## config.mk

```make
export PLATFORM = sky130hd
export DESIGN_NAME = fs_energy_sequencer
export DESIGN_NICKNAME = d
export VERILOG_FILES = /design/src/rtl/fs_pkg.sv /design/src/rtl/fast_square.sv /design/src/rtl/fs_energy_sequencer.sv
export SDC_FILE = /design/constraint.sdc
export NUM_CORES = 1
export LEC_CHECK = 0
export BUFFER_PORTS_ARGS = -buffer_cell sky130_fd_sc_hd__buf_4
export CAP_MARGIN = 25
export CORE_MARGIN = 1.5
export CORE_UTILIZATION = 40
export CTS_CLUSTER_DIAMETER = 150
export DETAILED_ROUTE_END_ITERATION = 16
export GPL_TIMING_DRIVEN = 0
export PLACE_DENSITY = 0.72
export SLEW_MARGIN = 10
export SYNTH_ARGS = -nofsm -noshare
export SYNTH_HDL_FRONTEND = slang
export SYNTH_SLANG_ARGS = --single-unit
```

## constraint.sdc

```tcl
create_clock -name clk -period 6.6 [get_ports clk]
set_input_delay 0.33 -clock clk [delete_from_list [all_inputs] [get_ports clk]]
set_output_delay 0.33 -clock clk [all_outputs]
set_load 0.005 [all_outputs]
```

## src/rtl/fs_pkg.sv

```systemverilog
// Shared types and constants for the energy sequencer and its squarer.
package fs_pkg;

  localparam int SAMP_W = 9;
  localparam int SQ_W   = 18;

  typedef enum logic [1:0] {
    IDLE   = 2'd0,
    SQUARE = 2'd1,
    DRAIN  = 2'd2,
    DONE   = 2'd3
  } fs_seq_state_t;

  // Magnitude of a two's-complement sample, returned as unsigned of the same
  // width. The most negative code (-256) maps to 256, which still fits
  // because the result is read as unsigned.
  function automatic logic [SAMP_W-1:0] abs_mag(input logic [SAMP_W-1:0] a);
    logic [SAMP_W-1:0] mag;
    if (a[SAMP_W-1]) begin
      mag = ~a + {{(SAMP_W-1){1'b0}}, 1'b1};
    end else begin
      mag = a;
    end
    return mag;
  endfunction

endpackage

```

## src/rtl/fast_square.sv

```systemverilog
// Combinational square of a signed sample. Result is unsigned and exact for
// every input, including (-256)^2 = 65536.
module fast_square
  import fs_pkg::*;
(
  input  logic [SAMP_W-1:0] a,
  output logic [SQ_W-1:0]   sqr_a
);

  logic [SAMP_W-1:0] mag_s;

  // Square the magnitude; the product of two 9-bit magnitudes fits in SQ_W.
  always_comb begin
    mag_s = abs_mag(a);
    sqr_a = SQ_W'(mag_s) * SQ_W'(mag_s);
  end

endmodule

```

## src/rtl/fs_energy_sequencer.sv

```systemverilog
// Block energy sequencer: walks one squarer across NUM_SAMP buffered samples,
// accumulating the sum of squares and tracking the largest square and the
// index of its first occurrence.
module fs_energy_sequencer
  import fs_pkg::*;
#(
  parameter int NUM_SAMP = 16,
  parameter int IDX_W    = $clog2(NUM_SAMP),
  parameter int ACC_W    = SQ_W + $clog2(NUM_SAMP)
) (
  input  logic                       clk,
  input  logic                       rst,
  input  logic                       start,
  input  logic [NUM_SAMP*SAMP_W-1:0] samples,
  output logic                       busy,
  output logic                       done,
  output logic [ACC_W-1:0]           energy,
  output logic [SQ_W-1:0]            peak_sq,
  output logic [IDX_W-1:0]           peak_idx
);

  localparam logic [IDX_W-1:0] IDX_ONE  = IDX_W'(1);
  localparam logic [IDX_W-1:0] IDX_LAST = IDX_W'(NUM_SAMP - 1);

  fs_seq_state_t     state_r;
  logic [SAMP_W-1:0] samp_buf_r [NUM_SAMP];
  logic [IDX_W-1:0]  idx_r;
  logic [SQ_W-1:0]   sq_r;
  logic              sq_vld_r;
  logic [IDX_W-1:0]  sq_idx_r;
  logic [ACC_W-1:0]  acc_r;
  logic [SQ_W-1:0]   max_sq_r;
  logic [IDX_W-1:0]  max_idx_r;

  logic              busy_r;
  logic              done_r;
  logic [ACC_W-1:0]  energy_r;
  logic [SQ_W-1:0]   peak_sq_r;
  logic [IDX_W-1:0]  peak_idx_r;

  logic [SAMP_W-1:0] cur_samp_s;
  logic [SQ_W-1:0]   sq_s;
  logic [ACC_W-1:0]  acc_fold_s;
  logic              peak_upd_s;

  // Select the buffered sample currently being squared.
  always_comb begin
    cur_samp_s = samp_buf_r[idx_r];
  end

  fast_square u_fast_square (
    .a     (cur_samp_s),
    .sqr_a (sq_s)
  );

  // Fold candidates for the pending registered square: accumulator sum and a
  // strict-greater peak test so ties keep the earlier index.
  always_comb begin
    acc_fold_s = acc_r + ACC_W'(sq_r);
    if (sq_r > max_sq_r) begin
      peak_upd_s = 1'b1;
    end else begin
      peak_upd_s = 1'b0;
    end
  end

  // Sequencer FSM with index counter, squarer pipeline register, accumulator,
  // peak tracker and registered result outputs.
  always_ff @(posedge clk) begin
    if (rst) begin
      state_r    <= IDLE;
      idx_r      <= '0;
      sq_r       <= '0;
      sq_vld_r   <= 1'b0;
      sq_idx_r   <= '0;
      acc_r      <= '0;
      max_sq_r   <= '0;
      max_idx_r  <= '0;
      busy_r     <= 1'b0;
      done_r     <= 1'b0;
      energy_r   <= '0;
      peak_sq_r  <= '0;
      peak_idx_r <= '0;
      for (int i = 0; i < NUM_SAMP; i++) begin
        samp_buf_r[i] <= '0;
      end
    end else begin
      done_r <= 1'b0;
      case (state_r)
        IDLE: begin
          if (start) begin
            for (int i = 0; i < NUM_SAMP; i++) begin
              samp_buf_r[i] <= samples[i*SAMP_W +: SAMP_W];
            end
            idx_r     <= '0;
            sq_vld_r  <= 1'b0;
            acc_r     <= '0;
            max_sq_r  <= '0;
            max_idx_r <= '0;
            busy_r    <= 1'b1;
            state_r   <= SQUARE;
          end else begin
            busy_r  <= 1'b0;
            state_r <= IDLE;
          end
        end

        SQUARE: begin
          sq_r     <= sq_s;
          sq_vld_r <= 1'b1;
          sq_idx_r <= idx_r;
          if (sq_vld_r) begin
            acc_r <= acc_fold_s;
            if (peak_upd_s) begin
              max_sq_r  <= sq_r;
              max_idx_r <= sq_idx_r;
            end
          end
          if (idx_r == IDX_LAST) begin
            state_r <= DRAIN;
          end else begin
            idx_r <= idx_r + IDX_ONE;
          end
        end

        DRAIN: begin
          // The last square leaves the pipeline register here.
          if (sq_vld_r) begin
            acc_r <= acc_fold_s;
            if (peak_upd_s) begin
              max_sq_r  <= sq_r;
              max_idx_r <= sq_idx_r;
            end
          end
          sq_vld_r <= 1'b0;
          state_r  <= DONE;
        end

        DONE: begin
          energy_r   <= acc_r;
          peak_sq_r  <= max_sq_r;
          peak_idx_r <= max_idx_r;
          done_r     <= 1'b1;
          busy_r     <= 1'b0;
          state_r    <= IDLE;
        end

        default: begin
          busy_r   <= 1'b0;
          sq_vld_r <= 1'b0;
          state_r  <= IDLE;
        end
      endcase
    end
  end

  assign busy     = busy_r;
  assign done     = done_r;
  assign energy   = energy_r;
  assign peak_sq  = peak_sq_r;
  assign peak_idx = peak_idx_r;

endmodule

```

Word-level counts from Yosys, hierarchy flattened
Memories as Yosys holds them, arrays and structs flattened. A register that Yosys moved wholly into a read port is not among the register bits.
Cells that the tools add are included.
{"block": "op_classes", "n_addsub": 3, "n_mul": 1, "order_cmp": 1, "eq_ne": 9, "mux": 46, "n_bitwise": 17, "reduce_logical": 10}
{"operator": "9-bit two-way mux", "count": 17}
{"operator": "18-bit two-way mux", "count": 3}
{"operator": "22-bit two-way mux", "count": 2}
{"operator": "22-bit case mux with 2 select lines", "count": 1}
{"operator": "18-bit case mux with 2 select lines", "count": 1}
{"operator": "4-bit two-way mux", "count": 6}
{"operator": "22-bit by 18-bit adder with 22-bit output", "count": 1}
{"operator": "18-bit > comparator", "count": 1}
{"operator": "9-bit by 9-bit multiplier with 18-bit output", "count": 1}
{"operator": "1-bit bitwise OR", "count": 16}
{"operator": "4-bit case mux with 2 select lines", "count": 2}
{"operator": "1-bit two-way mux", "count": 10}
{"operator": "9-bit by 1-bit adder with 9-bit output (second input constant)", "count": 1}
{"operator": "9-bit NOT", "count": 1}
{"operator": "2-bit case mux with 4 select lines", "count": 1}
{"operator": "2-bit inequality test (second input constant)", "count": 3}
{"operator": "3-bit AND reduction", "count": 2}
{"operator": "2-bit nonzero test", "count": 3}
{"operator": "4-bit by 1-bit adder with 4-bit output (second input constant)", "count": 1}
{"operator": "2-bit == test (second input constant)", "count": 2}
{"operator": "4-bit == test (second input constant)", "count": 1}
{"operator": "2-bit by 1-bit inequality test with 1-bit output (second input constant)", "count": 2}
{"operator": "4-bit AND reduction", "count": 1}
{"operator": "1-bit case mux with 3 select lines", "count": 1}
{"operator": "other kinds (7)", "count": 7}
{"block": "totals", "reg_bits": 119, "mem_bits_rw": 144, "input_bits": 147, "output_inout_bits": 46, "word_cells": 101, "n_memories": 1}
{"name": "samp_buf_r", "words": 16, "width": 9, "read_ports": 1, "rd_ports_with_merged_regs": 1, "write_ports": 16, "line_no": "fs_energy_sequencer.sv:26", "source": "logic [SAMP_W-1:0] samp_buf_r [NUM_SAMP];"}

Longest topological paths before layout
{"block": "logic_depth", "depth_word": 5, "ltp_mapped": 28}

By module
From an unflattened synthesis, not the netlist that was laid out.
{"block": "hier_totals", "cells_unflattened": 1277, "hier_area_um2": 14513.9}
{"mod": "fs_energy_sequencer", "n_inst": 1, "cells_per_inst": 983, "area_per_inst_um2": 12166.7}
{"mod": "fast_square", "n_inst": 1, "cells_per_inst": 294, "area_per_inst_um2": 2347.3}

Worst setup path before layout
No wires, ideal clock.
{"block": "synth_timing", "path_kind": "register to register", "start": "reg (tool-made name)", "end": "reg sq_r[16]", "t_arrival_ns": 6.782, "t_required_ns": 6.494, "path_slack_ns": -0.288, "stages_incl_launch_ff": 27, "n_path_buf": 4, "synth_period_minus_slack_ns": 6.888, "path_cell_list": "dfxtp_1 buf_6 buf_12 buf_6 mux4_2 a221oi_4 clkbuf_1 ha_1 a21oi_1 xnor2_2 nor2_1 inv_1 fa_1 inv_1 fa_1 inv_1 fa_1 fa_1 inv_1 ha_1 o21ai_0 a21boi_0 o211ai_1 a21oi_1 o31ai_1 or4b_2 o311ai_0"}
{"item": "to (signal assigned)", "line_no": "fs_energy_sequencer.sv:109", "source": "sq_r <= sq_s;"}
{"item": "to (decl)", "line_no": "fs_energy_sequencer.sv:28", "source": "logic [SQ_W-1:0] sq_r;"}

==> results.yml <==
logic_synthesis:
  synth_area_leaders: "edfxtp_1 30%, dfxtp_1 17%, ha_1 6.7%"
  avgSynthCellArea_um2: 11.5
  synth_async_sr_flop_share_pct: 0
  syn_area_um2: 14200
  synth_top_area_share_pct: 30.4
  synth_edf_count: 144
  syn_inst: 1234
  synth-seq-cells: 266
  yosysSeqAreaShare_pct: 47.6
  synth.distinct_cells: 81
  synthFlopType: "edfxtp_1"
  ys.warnings.count: 0
  yosysTopAreaCell: "edfxtp_1"
finish:
  nets: 1768
  num_antenna_cells: 0
  fin_area_um2: 18100
  postLayoutCoreUtil_pct: 52.2
  final_common_cell: "buf_4"
  final_cell_mix: "237 x buf_4, 144 x edfxtp_1, 121 x dfxtp_1"
  multi_input_area_um2: 7130
  drive_above_1_share_pct: 27.0
  area_growth_syn_to_layout_pct: 27.5
  regArea_um2: 6770
  fill_cells: 2945
clock_tree:
  clk_path_buf_depth: 3
  clock-sinks: 266
  cts_tree: "built"
  htreeDepth: 1
  path_clk_slew_ps: 60
  holdBufCountCts: 0
  worstSkewPairLatency_ps: 550
  clockRootBuffer: "clkbuf_16"
  cts_buffers: 28
timing:
  finalSetupViolCount: 0
  drv_slew: 0
  fin_skew_ps: 19.9
  hold_viol: 0
  tightest_slew_ps: 800
  period_minus_slack_ps: 6560
  rsz0062_at_grt: "yes"
  max_freq_mhz: 152
  holdWs_ps: 59.9
  fin_crit_sh_pct: 99.4
  relSlewSlack_pct: 46.7
global_route:
  grt_max_degree: 54
  track_usage_pct: 19.5
  use_met3_pct: 2.83
  busiest_layer: "met2"
  grt_use_met2_pct: 33.3
  first_global_vias: 10400
  grt_pass1_wl_um: 55300
  use_met1_pct: 25.5
  antenna_found_initial: 0
  grt.overflow.total: 0
floorplanning:
  row_count: 68
  dieHeight_um: 191
  ios: 193
  dieArea_um2: 36700
  die_x_um: 191
  start_util_pct: 40.9
  core-area_um2: 34700
detailed_routing:
  drt-initial-drc-count: 516
  wirelength_um: 35400
  ant_nets: 0
  drc_errors: 0
  routedWlPerCell_um: 17.8
  firstDrtPassIters: 5
  num_vias: 10300
  vias_per_cell: 5.18
pwr:
  pwr_density_cell_nw_per_um2: 582
  p_leak_nw: 7.50
  ir_drop_uv: 846
placement:
  placed_cell_area_um2: 16300
  gp_congestion: 0.879
  io_buffers: 192
  hpwlAfterDp_um: 26200
setup_path:
  reg2reg_to: "sq_r[16]$_SDFFE_PP0P_"
  worst-path-max-fanout: 6
  crit_path_end: "sq_r[16]$_SDFFE_PP0P_"
  cp-start-kind: "flop"
  ff2ff_path_depth: 26
  crit_type: "reg -> reg"
  endpoint_kind: "flop"
  crit_arrival_ps: 7020
  ff2ff_setup_slack_ps: 40
  crit_required_ps: 7060
hold_path:
  hold_path.class: "in -> reg"
  min_from: "start"
flow_run:
  cap_violations: 0
outcome:
  outcome: "finished clean"
## cells in the mapped netlist (all sizes together) (3+ instances only)
cell type	number
o21a	7
nand4	7
xnor2	23
or4	5
inv	94
o31ai	5
a31oi	4
dfxtp	122
ha	76
a21oi	38
o211ai	3
nor3	13
a221oi	4
a22o	25
a31o	3
nand3	15
a22oi	17
nand2b	11
xor2	11
nor2b	64
mux4	36
clkbuf	42
a21o	13
buf	13
nor4	4
nor2	129
o21ai	22
mux2	4
o22ai	4
or2	4
and2	97
a41oi	4
edfxtp	144
mux2i	62
fa	33
nand2	42
a211oi	3
## what timing repair did
item                       4_1_cts  5_1_grt
setup buffers                   37       12
gates resized for setup         37       33
pin swaps                       26       29
setup endpoints to repair       10        7
## worst min path at each step
| stage | end | slack [ps] | cells after the start |
|---|---|---|---|
| 3_3_place_gp | max_idx_r[0]$_SDFFE_PP0P_ | 460 | 1 |
| 4_1_cts | busy$_SDFFE_PP0P_ | 50 | 3 |
| 2_1_floorplan | max_idx_r[0]$_SDFFE_PP0P_ | 440 | 1 |
| 6_report | busy$_SDFFE_PP0P_ | 60 | 3 |
| 3_5_place_dp | max_idx_r[0]$_SDFFE_PP0P_ | 470 | 1 |
| 5_1_grt | samp_buf_r[9][6]$_SDFFCE_PN0P_ | 60 | 2 |
## final cells by class
cell class                      count  area share [%]
Timing Repair Buffer              244            10.7
Clock inverter                     18            1.70
Clock buffer                       33            4.15
Buffer                             55            1.64
Multi-Input combinational cell    822            39.4
Tap cell                          455            3.14
Sequential cell                   266            37.4
Inverter                           95            1.97
## metal layers
layer  vias to the layer above  wire [µm]
li1                       4921          -
met1                      5005      15300
met2                       313      17500
met3                        62       1830
met4                         0        789
met5                         -          0
## kinds of logic (layout without fill, tap and decap cells)
| family | after synthesis | in the layout | share of synthesized area (%) |
|---|---|---|---|
| compound gates | 170 | 170 | 8.88 |
| xor+xnor | 34 | 34 | 2.44 |
| fa+ha+maj | 109 | 109 | 11.3 |
| buf+inv | 150 | 445 | 4.32 |
| flops | 266 | 266 | 47.6 |
| mux | 102 | 102 | 10.5 |
| other cells | 1 | 5 | 0.0264 |
| simple gates | 402 | 402 | 14.9 |
## flip-flops by register name (all words and copies together), names as in the netlist, named ones only
signal	flops
acc_r	22
done	1
sq_vld_r	1
sq_idx_r	4
peak_sq	18
sq_r	17
energy	22
samp_buf_r	144
max_sq_r	18
max_idx_r	4
idx_r	4
peak_idx	4
busy	1
state_r	2
## critical path, stage by stage, from the launching register on
cell and delay [ps]:
dfxtp_2 340, buf_12 120, buf_12 130, buf_12 100, mux4_2 550, a221o_1 430
nor4_4 400, buf_4 200, a21oi_2 70, xnor2_2 150, nor2_2 170, inv_2 50
fa_1 530, inv_1 70, fa_1 500, inv_1 50, fa_1 460, fa_1 560
inv_2 40, ha_4 280, o21ai_2 70, a21boi_2 150, o211ai_1 140, a21oi_2 230
o31ai_2 100, or4b_4 480, o311ai_1 80
## metrics by stage
step	cells	setup slack [ps]	total power, mW	TNS (ps)
6_report	1988	36.7	10.5	0
5_1_grt	1988	-207	11.4	-787
4_1_cts	1976	26.6	9.76	0
3_5_place_dp	1888	-1110	7.33	-6410
3_3_place_gp	1885	-1010	7.23	-5500
2_1_floorplan	1238	3.38	6.23	0
## report_power, final
group | leakage, nW | total, mW | internal (mW) | switching, mW
clock | 0.510 | 1.79 | 1.13 | 0.666
sequential | 2.53 | 2.20 | 2.08 | 0.121
combinational | 4.46 | 6.54 | 3.00 | 3.53
total | 7.50 | 10.5 | 6.21 | 4.32
(Power assumes the default switching activity.)
